`src/rtl/mips_mc_pkg.sv`:
```
// Shared encodings for the multicycle MIPS controller and datapath.
// Also carries the ALU function so both ends agree on operation semantics.
package mips_mc_pkg;

  localparam logic [2:0] ALU_AND = 3'b000;
  localparam logic [2:0] ALU_OR  = 3'b001;
  localparam logic [2:0] ALU_ADD = 3'b010;
  localparam logic [2:0] ALU_SUB = 3'b110;
  localparam logic [2:0] ALU_SLT = 3'b111;

  localparam logic [1:0] SRCB_REG   = 2'b00;
  localparam logic [1:0] SRCB_FOUR  = 2'b01;
  localparam logic [1:0] SRCB_IMM   = 2'b10;
  localparam logic [1:0] SRCB_IMMSH = 2'b11;

  localparam logic [1:0] PC_ALU    = 2'b00;
  localparam logic [1:0] PC_ALUOUT = 2'b01;
  localparam logic [1:0] PC_JUMP   = 2'b10;

  // Unused encodings produce 0; arithmetic wraps with no overflow flag.
  function automatic logic [31:0] alu_f(input logic [2:0]  ctl,
                                        input logic [31:0] a,
                                        input logic [31:0] b);
    logic [31:0] r;
    case (ctl)
      ALU_AND: r = a & b;
      ALU_OR:  r = a | b;
      ALU_ADD: r = a + b;
      ALU_SUB: r = a - b;
      ALU_SLT: r = ($signed(a) < $signed(b)) ? 32'd1 : 32'd0;
      default: r = '0;
    endcase
    return r;
  endfunction

endpackage

```
`src/rtl/mc_regfile.sv`:
```
// 32x32 register file: two combinational read ports, one synchronous write
// port, r0 reads as zero, no write-to-read bypass, synchronous clear.
module mc_regfile (
  input  logic        clk,
  input  logic        reset,
  input  logic        we,
  input  logic [4:0]  ra1,
  input  logic [4:0]  ra2,
  input  logic [4:0]  wa,
  input  logic [31:0] wd,
  output logic [31:0] rd1,
  output logic [31:0] rd2
);

  logic [31:0] mem_q [32];
  logic [31:0] mem_d [32];

  always_comb begin
    for (int i = 0; i < 32; i++) mem_d[i] = mem_q[i];
    if (we && (wa != 5'd0)) mem_d[wa] = wd;
  end

  always_ff @(posedge clk) begin
    if (reset) begin
      for (int i = 0; i < 32; i++) mem_q[i] <= '0;
    end else begin
      for (int i = 0; i < 32; i++) mem_q[i] <= mem_d[i];
    end
  end

  assign rd1 = (ra1 == 5'd0) ? 32'd0 : mem_q[ra1];
  assign rd2 = (ra2 == 5'd0) ? 32'd0 : mem_q[ra2];

endmodule

```
`src/rtl/mc_datapath.sv`:
```
// Multicycle MIPS datapath: PC, IR, MDR, A/B/ALUOut, register file and ALU.
// Define MC_JUMP_EN to enable the pcsrc=10 jump target; otherwise PC holds.
module mc_datapath
  import mips_mc_pkg::*;
(
  input  logic        clk,
  input  logic        reset,
  input  logic        pcen,
  input  logic        irwrite,
  input  logic        iord,
  input  logic [1:0]  pcsrc,
  input  logic [2:0]  alucontrol,
  input  logic        alusrca,
  input  logic [1:0]  alusrcb,
  input  logic        regwrite,
  input  logic        regdst,
  input  logic        memtoreg,
  input  logic [31:0] readdata,
  output logic [31:0] adr,
  output logic [31:0] writedata,
  output logic [5:0]  op,
  output logic [5:0]  funct,
  output logic        zero
);

  logic [31:0] pc_q, pc_d, instr_q, instr_d, data_q, data_d;
  logic [31:0] a_q, a_d, b_q, b_d, aluout_q, aluout_d;
  logic [31:0] rd1, rd2, signimm, srca, srcb, aluresult, pcjump, pcnext, wd;
  logic [4:0]  wa;

  mc_regfile u_rf (
    .clk   (clk),
    .reset (reset),
    .we    (regwrite),
    .ra1   (instr_q[25:21]),
    .ra2   (instr_q[20:16]),
    .wa    (wa),
    .wd    (wd),
    .rd1   (rd1),
    .rd2   (rd2)
  );

  // PC already holds PC+4 when a jump executes, so its top nibble is used as-is.
`ifdef MC_JUMP_EN
  assign pcjump = {pc_q[31:28], instr_q[25:0], 2'b00};
`else
  assign pcjump = pc_q;
`endif

  always_comb begin
    signimm = {{16{instr_q[15]}}, instr_q[15:0]};
    srca    = alusrca ? a_q : pc_q;
    case (alusrcb)
      SRCB_REG:   srcb = b_q;
      SRCB_FOUR:  srcb = 32'd4;
      SRCB_IMM:   srcb = signimm;
      default:    srcb = {signimm[29:0], 2'b00};
    endcase
    aluresult = alu_f(alucontrol, srca, srcb);
    case (pcsrc)
      PC_ALUOUT: pcnext = aluout_q;
      PC_JUMP:   pcnext = pcjump;
      default:   pcnext = aluresult;
    endcase
    wa = regdst ? instr_q[15:11] : instr_q[20:16];
    wd = memtoreg ? data_q : aluout_q;
  end

  always_comb begin
    pc_d     = pcen ? pcnext : pc_q;
    instr_d  = irwrite ? readdata : instr_q;
    data_d   = readdata;
    a_d      = rd1;
    b_d      = rd2;
    aluout_d = aluresult;
  end

  always_ff @(posedge clk) begin
    if (reset) begin
      pc_q     <= '0;
      instr_q  <= '0;
      data_q   <= '0;
      a_q      <= '0;
      b_q      <= '0;
      aluout_q <= '0;
    end else begin
      pc_q     <= pc_d;
      instr_q  <= instr_d;
      data_q   <= data_d;
      a_q      <= a_d;
      b_q      <= b_d;
      aluout_q <= aluout_d;
    end
  end

  assign adr       = iord ? aluout_q : pc_q;
  assign writedata = b_q;
  assign op        = instr_q[31:26];
  assign funct     = instr_q[5:0];
  assign zero      = (aluresult == 32'd0);

endmodule

```
`config.mk`:
```
export PLATFORM = sky130hd
export DESIGN_NAME = mc_datapath
export DESIGN_NICKNAME = d
export VERILOG_FILES = /design/src/rtl/mips_mc_pkg.sv /design/src/rtl/mc_regfile.sv /design/src/rtl/mc_datapath.sv
export SDC_FILE = /design/constraint.sdc
export NUM_CORES = 2
export LEC_CHECK = 0
export CORE_AREA = 4 4 400 402
export CTS_CLUSTER_DIAMETER = 100
export DETAILED_ROUTE_END_ITERATION = 6
export DIE_AREA = 0 0 404 406
export PLACE_DENSITY_LB_ADDON = 0.15
export REMOVE_ABC_BUFFERS = 1
export SYNTH_ARGS = -nofsm -noshare
export SYNTH_HDL_FRONTEND = slang
export SYNTH_SLANG_ARGS = --single-unit
```
`constraint.sdc`:
```
create_clock -name clk -period 13.5 [get_ports clk]
set_input_delay 4.05 -clock clk [delete_from_list [all_inputs] [get_ports clk]]
set_output_delay 4.05 -clock clk [all_outputs]
set_load 0.01 [all_outputs]
```
Yosys cells after proc, flatten, opt, wreduce, memory -nomap -nowiden

Memories as Yosys holds them, arrays and structs flattened. A register that Yosys moved wholly into a read port is not among the register bits.
Index checks and enable logic that the tools add are counted.

Register bits after elaboration: 128
Memory bits (writable): 1024
Bits of input ports: 48
Output and inout bits: 77
Word-level logic and storage cells: 112
Memories: 1

$add $sub $neg: 2
$lt $le $gt $ge: 3
Equality and inequality tests: 8
Multiplexer cells: 47
Bitwise gates (word level): 36
Reductions and logical operators: 11

Memory list:

| name       | depth | bits a word | read ports | clocked after Yosys merged registers in | wr ports | line             | source |
|---|---|---|---|---|---|---|---|
| u_rf.mem_q | 32    | 32          | 34         | 2                                       | 32       | mc_regfile.sv:15 | `logic [31:0] mem_q [32];` |

Operator list:

| cell                                                                  | count |
|---|---|
| 32-bit 2-to-1 mux                                                     | 36 |
| 1024-bit bitwise mux                                                  | 1 |
| 1024-bit 2-to-1 mux                                                   | 1 |
| 32-bit demux with 5-bit select                                        | 1 |
| 32-bit case mux with 5 select lines                                   | 1 |
| 32-bit case mux with 3 select lines                                   | 1 |
| 32-bit case mux with 2 select lines                                   | 1 |
| 32-bit adder                                                          | 1 |
| 32-bit bitwise AND                                                    | 1 |
| 32-bit zero test                                                      | 1 |
| 32-bit < comparator                                                   | 1 |
| 1-bit bitwise OR                                                      | 32 |
| 32-bit bitwise OR                                                     | 1 |
| 32-bit subtractor                                                     | 1 |
| 5-bit zero test                                                       | 2 |
| 3-bit == test (second input constant)                                 | 2 |
| 6-bit >= comparator (second input constant)                           | 1 |
| 6-bit by 1-bit < comparator with 1-bit output (second input constant) | 1 |
| 5-bit NOT with 6-bit output                                           | 1 |
| 5-bit 2-to-1 mux                                                      | 1 |
| 5-bit nonzero test                                                    | 1 |
| 2-bit by 1-bit == test with 1-bit output (second input constant)      | 2 |
| 2-bit == test (second input constant)                                 | 2 |
| 1-bit 2-to-1 mux                                                      | 4 |
| 8 further kinds                                                       | 10 |

Depth between registers and ports, before layout

Depth in word-level cells: 9
Gate-level depth with buffers: 18

Modules after synthesis

From an unflattened synthesis, not the netlist that was laid out.

Cell total of the unflattened synthesis: 7404
Area total of the unflattened synthesis: 65223.8 um^2

By module, submodules not included:

| module      | instances | cells an instance | area an instance (um^2) |
|---|---|---|---|
| mc_regfile  | 1         | 5851              | 52326.4 |
| mc_datapath | 1         | 1553              | 12897.4 |

Worst setup path after synthesis

OpenSTA, ideal clock, no wires.

Kind: input to output
Start point: in alusrca
End point: out zero
Data arrival time: 7624 ps
Data required time: 9450 ps
Path slack: 1826 ps
Cell stages on the path: 16
Path buffers: 2
Path through: clkbuf_1 clkbuf_1 mux2i_1 ha_1 fa_1 or2_1 a221oi_2 o211ai_1 a211oi_2 o211ai_2 a211oi_2 nor4_1 nor3_1 and4_2 nand4_1 nor2_1

Longest elaborated chain between the ends: 5
Elaborated cells on any way between the ends: 9
Those cells by class: add/sub (2); order compare (1); mux (3); bitwise (2); reduce/logical (1)

Ends and longest elaborated chain:

| element                                 | line               | source |
|---|---|---|
| from (decl)                             | mc_datapath.sv:13  | `input logic alusrca,` |
| 32-bit 2-to-1 mux (*)                   | mc_datapath.sv:52  | `srca = alusrca ? a_q : pc_q;` |
| 32-bit < comparator                     | mips_mc_pkg.sv:30  | `ALU_SLT: r = ($signed(a) < $signed(b)) ? 32'd1 : 32'd0;` |
| 1-bit 2-to-1 mux                        | mips_mc_pkg.sv:30  |  |
| 32-bit case mux with 5 select lines (*) | mips_mc_pkg.sv:25  | `case (ctl)` |
| 32-bit zero test (*)                    | mc_datapath.sv:100 | `assign zero = (aluresult == 32'd0);` |
| to (decl)                               | mc_datapath.sv:23  | `output logic zero` |

Mark *: on every way between the ends. The rest lies on a longest branch, timed or not.

Final worst setup path

Start point: in alusrcb[0]
End point: out zero

Longest elaborated chain between the ends: 6
Elaborated cells on any way between the ends: 12
Those cells by class: add/sub (2); order compare (1); eq/ne (2); mux (3); bitwise (2); reduce/logical (2)

Ends and longest elaborated chain:

| element                                     | line               | source |
|---|---|---|
| from (decl)                                 | mc_datapath.sv:14  | `input logic [1:0] alusrcb,` |
| 2-bit == test, or another cell as far along | mc_datapath.sv:53  | `case (alusrcb)` |
| 32-bit case mux with 3 select lines (*)     | mc_datapath.sv:53  |  |
| 32-bit < comparator                         | mips_mc_pkg.sv:30  |  |
| 1-bit 2-to-1 mux                            | mips_mc_pkg.sv:30  |  |
| 32-bit case mux with 5 select lines (*)     | mips_mc_pkg.sv:25  |  |
| 32-bit zero test (*)                        | mc_datapath.sv:100 |  |

Marked as above.

==> results.toml <==
[route]
via_per_inst = 6.21
via_count = 50300
ant_nets = 0
drc = 0
wl_per_cell_microns = 30.1
routed_wl_microns = 244000
firstDrtPassIters = 6
dr.first_iter.drc_count = 5370

[floorplan]
rows = 145
die_x_microns = 404
dieArea_sq_um = 164000
start_util_pct = 39.8
ios = 125
dieHeight_microns = 406
core_area_sq_um = 156000

[sta]
skew_ns = 0.0343
fin_crit_sh_pct = 99.2
worst_slack_ns = 0.114
slew_violations = 0
setup_viol = 0
fmax_mhz = 74.7
slew_headroom_pct = 16.7
whs_ns = 0.471
min_period_ns = 13.39
grt_setup_unrepaired = "no"
finalHoldViolCount = 0
worst_pin_slew_ns = 1.24

[synth]
synth-edff-count = 0
synthArstFlopShare_pct = 0
synth_cells = 6157
synth_fa_ha_area_share_pct = 2.24
synth-compound-area-share_pct = 18.6
yosys_warnings = 0
synth_ff_type = "dfxtp_1"
synth.area.mux_share_pct = 24.2
postSynthAreaPerCell_sq_um = 10.1
syn_area_sq_um = 62100
synth-simple-area-share_pct = 10.4
synth-xor-area-share_pct = 0.409
yosysSeqAreaShare_pct = 39.2
ys_ff_latch = 1216
synth_top_family_by_area = "multiplexers"
yosysUniqueCellTypes = 90

[global_routing]
grt_pass1_wl_microns = 352000
grt_usage_pct = 29.2
grt_start_max_net_pins = 169
grt_overflow = 0
grt_antenna_before_repair = 10
grt_pass1_vias = 48500

[clocking]
postCtsHoldBufs = 0
cts_buffers = 140
clkTransAtPathRegs_ns = 0.06
clk_path_buf_depth = 3
clk_latency_ns = 0.80
cts_root_buffer = "clkbuf_16"
htreeDepth = 4
cts_sinks = 1216
cts_tree = "built"

[final_layout]
nets = 6084
area_growth_syn_to_layout_pct = 12.6
drive_gt1_share_pct = 19.2
post-route-util_pct = 44.8

[power_and_ir_drop]
sw_frac_of_total_pct = 26.8
clkPwrFrac_pct = 45.3
power_density_nw_per_um2 = 123
vdd_drop_max_v = 0.0000906
p_comb_share_pct = 11.4
p_leak_nw = 22.5
seqPwrFrac_pct = 43.3
p_int_mw = 6.29
p_switching_mw = 2.30

[setup_path]
crit_path_max_fanout = 23
cp.required_ns = 9.45
worstSetupStartpointType = "input pin"
cp.arrival_ns = 9.34
criticalPathCategory = "input pin to output pin"
crit_path_end_kind = "output pin"

[placed_design]
pre_cts_ws_ns = 0.0880
gp_congestion = 0.986
hpwl_microns = 148000
port_buffers = 124

[outcome]
outcome = "finished clean"

[min_path]
hp-class = "register to register"

[job]
cap_violations = 0
worst max-delay path, cell delays in order:
cell,delay (ns)
clkdlybuf4s50_1,0.51
buf_12,0.20
mux2_2,0.35
a22o_1,0.20
ha_1,0.48
inv_1,0.15
a221oi_2,0.47
o221ai_2,0.26
o21ai_1,0.24
a21oi_1,0.17
a22o_1,0.21
a211oi_1,0.39
and3_1,0.23
and4bb_1,0.21
nand4_1,0.16
nor2_1,0.33
buf_4,0.17
clkdlybuf4s50_1,0.53
cell usage in the layout (no fill, tap or decap), types with 35 or more instances in the layout:
| cell type | n |
|---|---|
| nor2b_1 | 74 |
| o221ai_1 | 37 |
| dfxtp_1 | 1206 |
| ha_1 | 107 |
| clkdlybuf4s50_1 | 118 |
| o21ai_0 | 55 |
| buf_4 | 196 |
| a211oi_1 | 1028 |
| inv_1 | 99 |
| mux2_2 | 115 |
| clkbuf_16 | 143 |
| clkbuf_1 | 37 |
| a21oi_1 | 139 |
| a221oi_1 | 42 |
| mux4_2 | 500 |
| clkbuf_8 | 35 |
| mux2i_1 | 213 |
| nor2_1 | 1243 |
| o22ai_1 | 62 |
| nand2_1 | 79 |
cells by family after synthesis:
| logic type | Yosys count |
|---|---|
| compound gates | 1574 |
| xor+xnor | 29 |
| fa+ha+maj | 110 |
| buf+inv | 800 |
| flops | 1216 |
| mux | 860 |
| simple gates | 1568 |
cell type report:
class | count | area (sq um)
clock inverters | 35 | 483
multi-input cells | 4141 | 35100
diodes | 4 | 10.0
repair buffers | 326 | 2850
clock buffers | 215 | 4200
flip-flops and latches | 1216 | 24400
fillers | 14800 | 86100
inverters | 101 | 379
well taps | 2058 | 2570
sequential cells by signal, summed over array words and instances (netlist names):
| signal | flops |
|---|---|
| a_q | 32 |
| aluout_q | 32 |
| data_q | 32 |
| instr_q | 32 |
| pc_q | 32 |
| u_rf.mem_q | 1024 |
| writedata | 32 |
cells in the mapped netlist, types with 11 or more instances:
cell type | n | area, sq um
or2_2 | 13 | 81.3
mux2_2 | 115 | 1290
nor2b_1 | 76 | 475
dfxtp_1 | 1216 | 24300
buf_2 | 44 | 220
a31oi_1 | 15 | 93.8
a22o_1 | 33 | 289
mux2i_1 | 245 | 2450
ha_1 | 108 | 1350
a211o_1 | 17 | 149
nor2_1 | 1264 | 4740
a21oi_1 | 139 | 696
buf_1 | 61 | 229
inv_1 | 99 | 372
o21ai_0 | 55 | 275
clkbuf_1 | 578 | 2170
o211ai_1 | 20 | 150
nand3_1 | 17 | 85.1
mux4_2 | 500 | 11300
a221oi_1 | 42 | 368
and2_1 | 11 | 68.8
nor4_1 | 12 | 75.1
buf_4 | 14 | 105
a21o_1 | 33 | 248
nor3_1 | 43 | 215
o221ai_1 | 37 | 324
o22ai_1 | 62 | 388
nand2_1 | 82 | 308
xnor2_1 | 23 | 201
a211oi_1 | 1028 | 7720
power groups by stage:
stage	combinational [mW]	clock, mW	sequential (mW)
finish	0.980	3.90	3.72
global route	1.03	4.11	3.72
CTS	0.965	3.96	3.72
detailed placement	0.962	0	3.80
global placement	0.963	0	3.80
floorplan	0.523	0	3.82
final timing paths:
kind,start,to,slack (ns),depth (start not counted)
setup reg to reg,instr_q[0],pc_q[18],8.63,17
hold reg to reg,pc_q[29],pc_q[29],0.47,2
setup / recovery,alusrcb[0],zero,0.11,18
hold / removal,pc_q[29],pc_q[29],0.47,2
routing by layer:
metal	wire (microns)	track usage (%)
met1	104000	40.0
met2	112000	46.2
met3	17700	4.65
met4	10400	11.7
met5	20	0
timing repair:
action | 4_1_cts | 5_1_grt
endpoints found under the setup margin | 0 | 1
gates resized for setup | 0 | 7
buffers inserted | 0 | 0
per-stage QoR:
step | power, mW | instance area, sq um | instances | TNS [ns]
3_5_place_dp | 4.76 | 65200 | 7842 | 0
2_1_floorplan | 4.34 | 59400 | 5458 | -800.56
6_report | 8.60 | 70000 | 8096 | 0
3_3_place_gp | 4.76 | 65200 | 7842 | 0
4_1_cts | 8.64 | 69900 | 8092 | 0
5_1_grt | 8.86 | 70000 | 8092 | 0
Power figures use the tool's default switching activity.
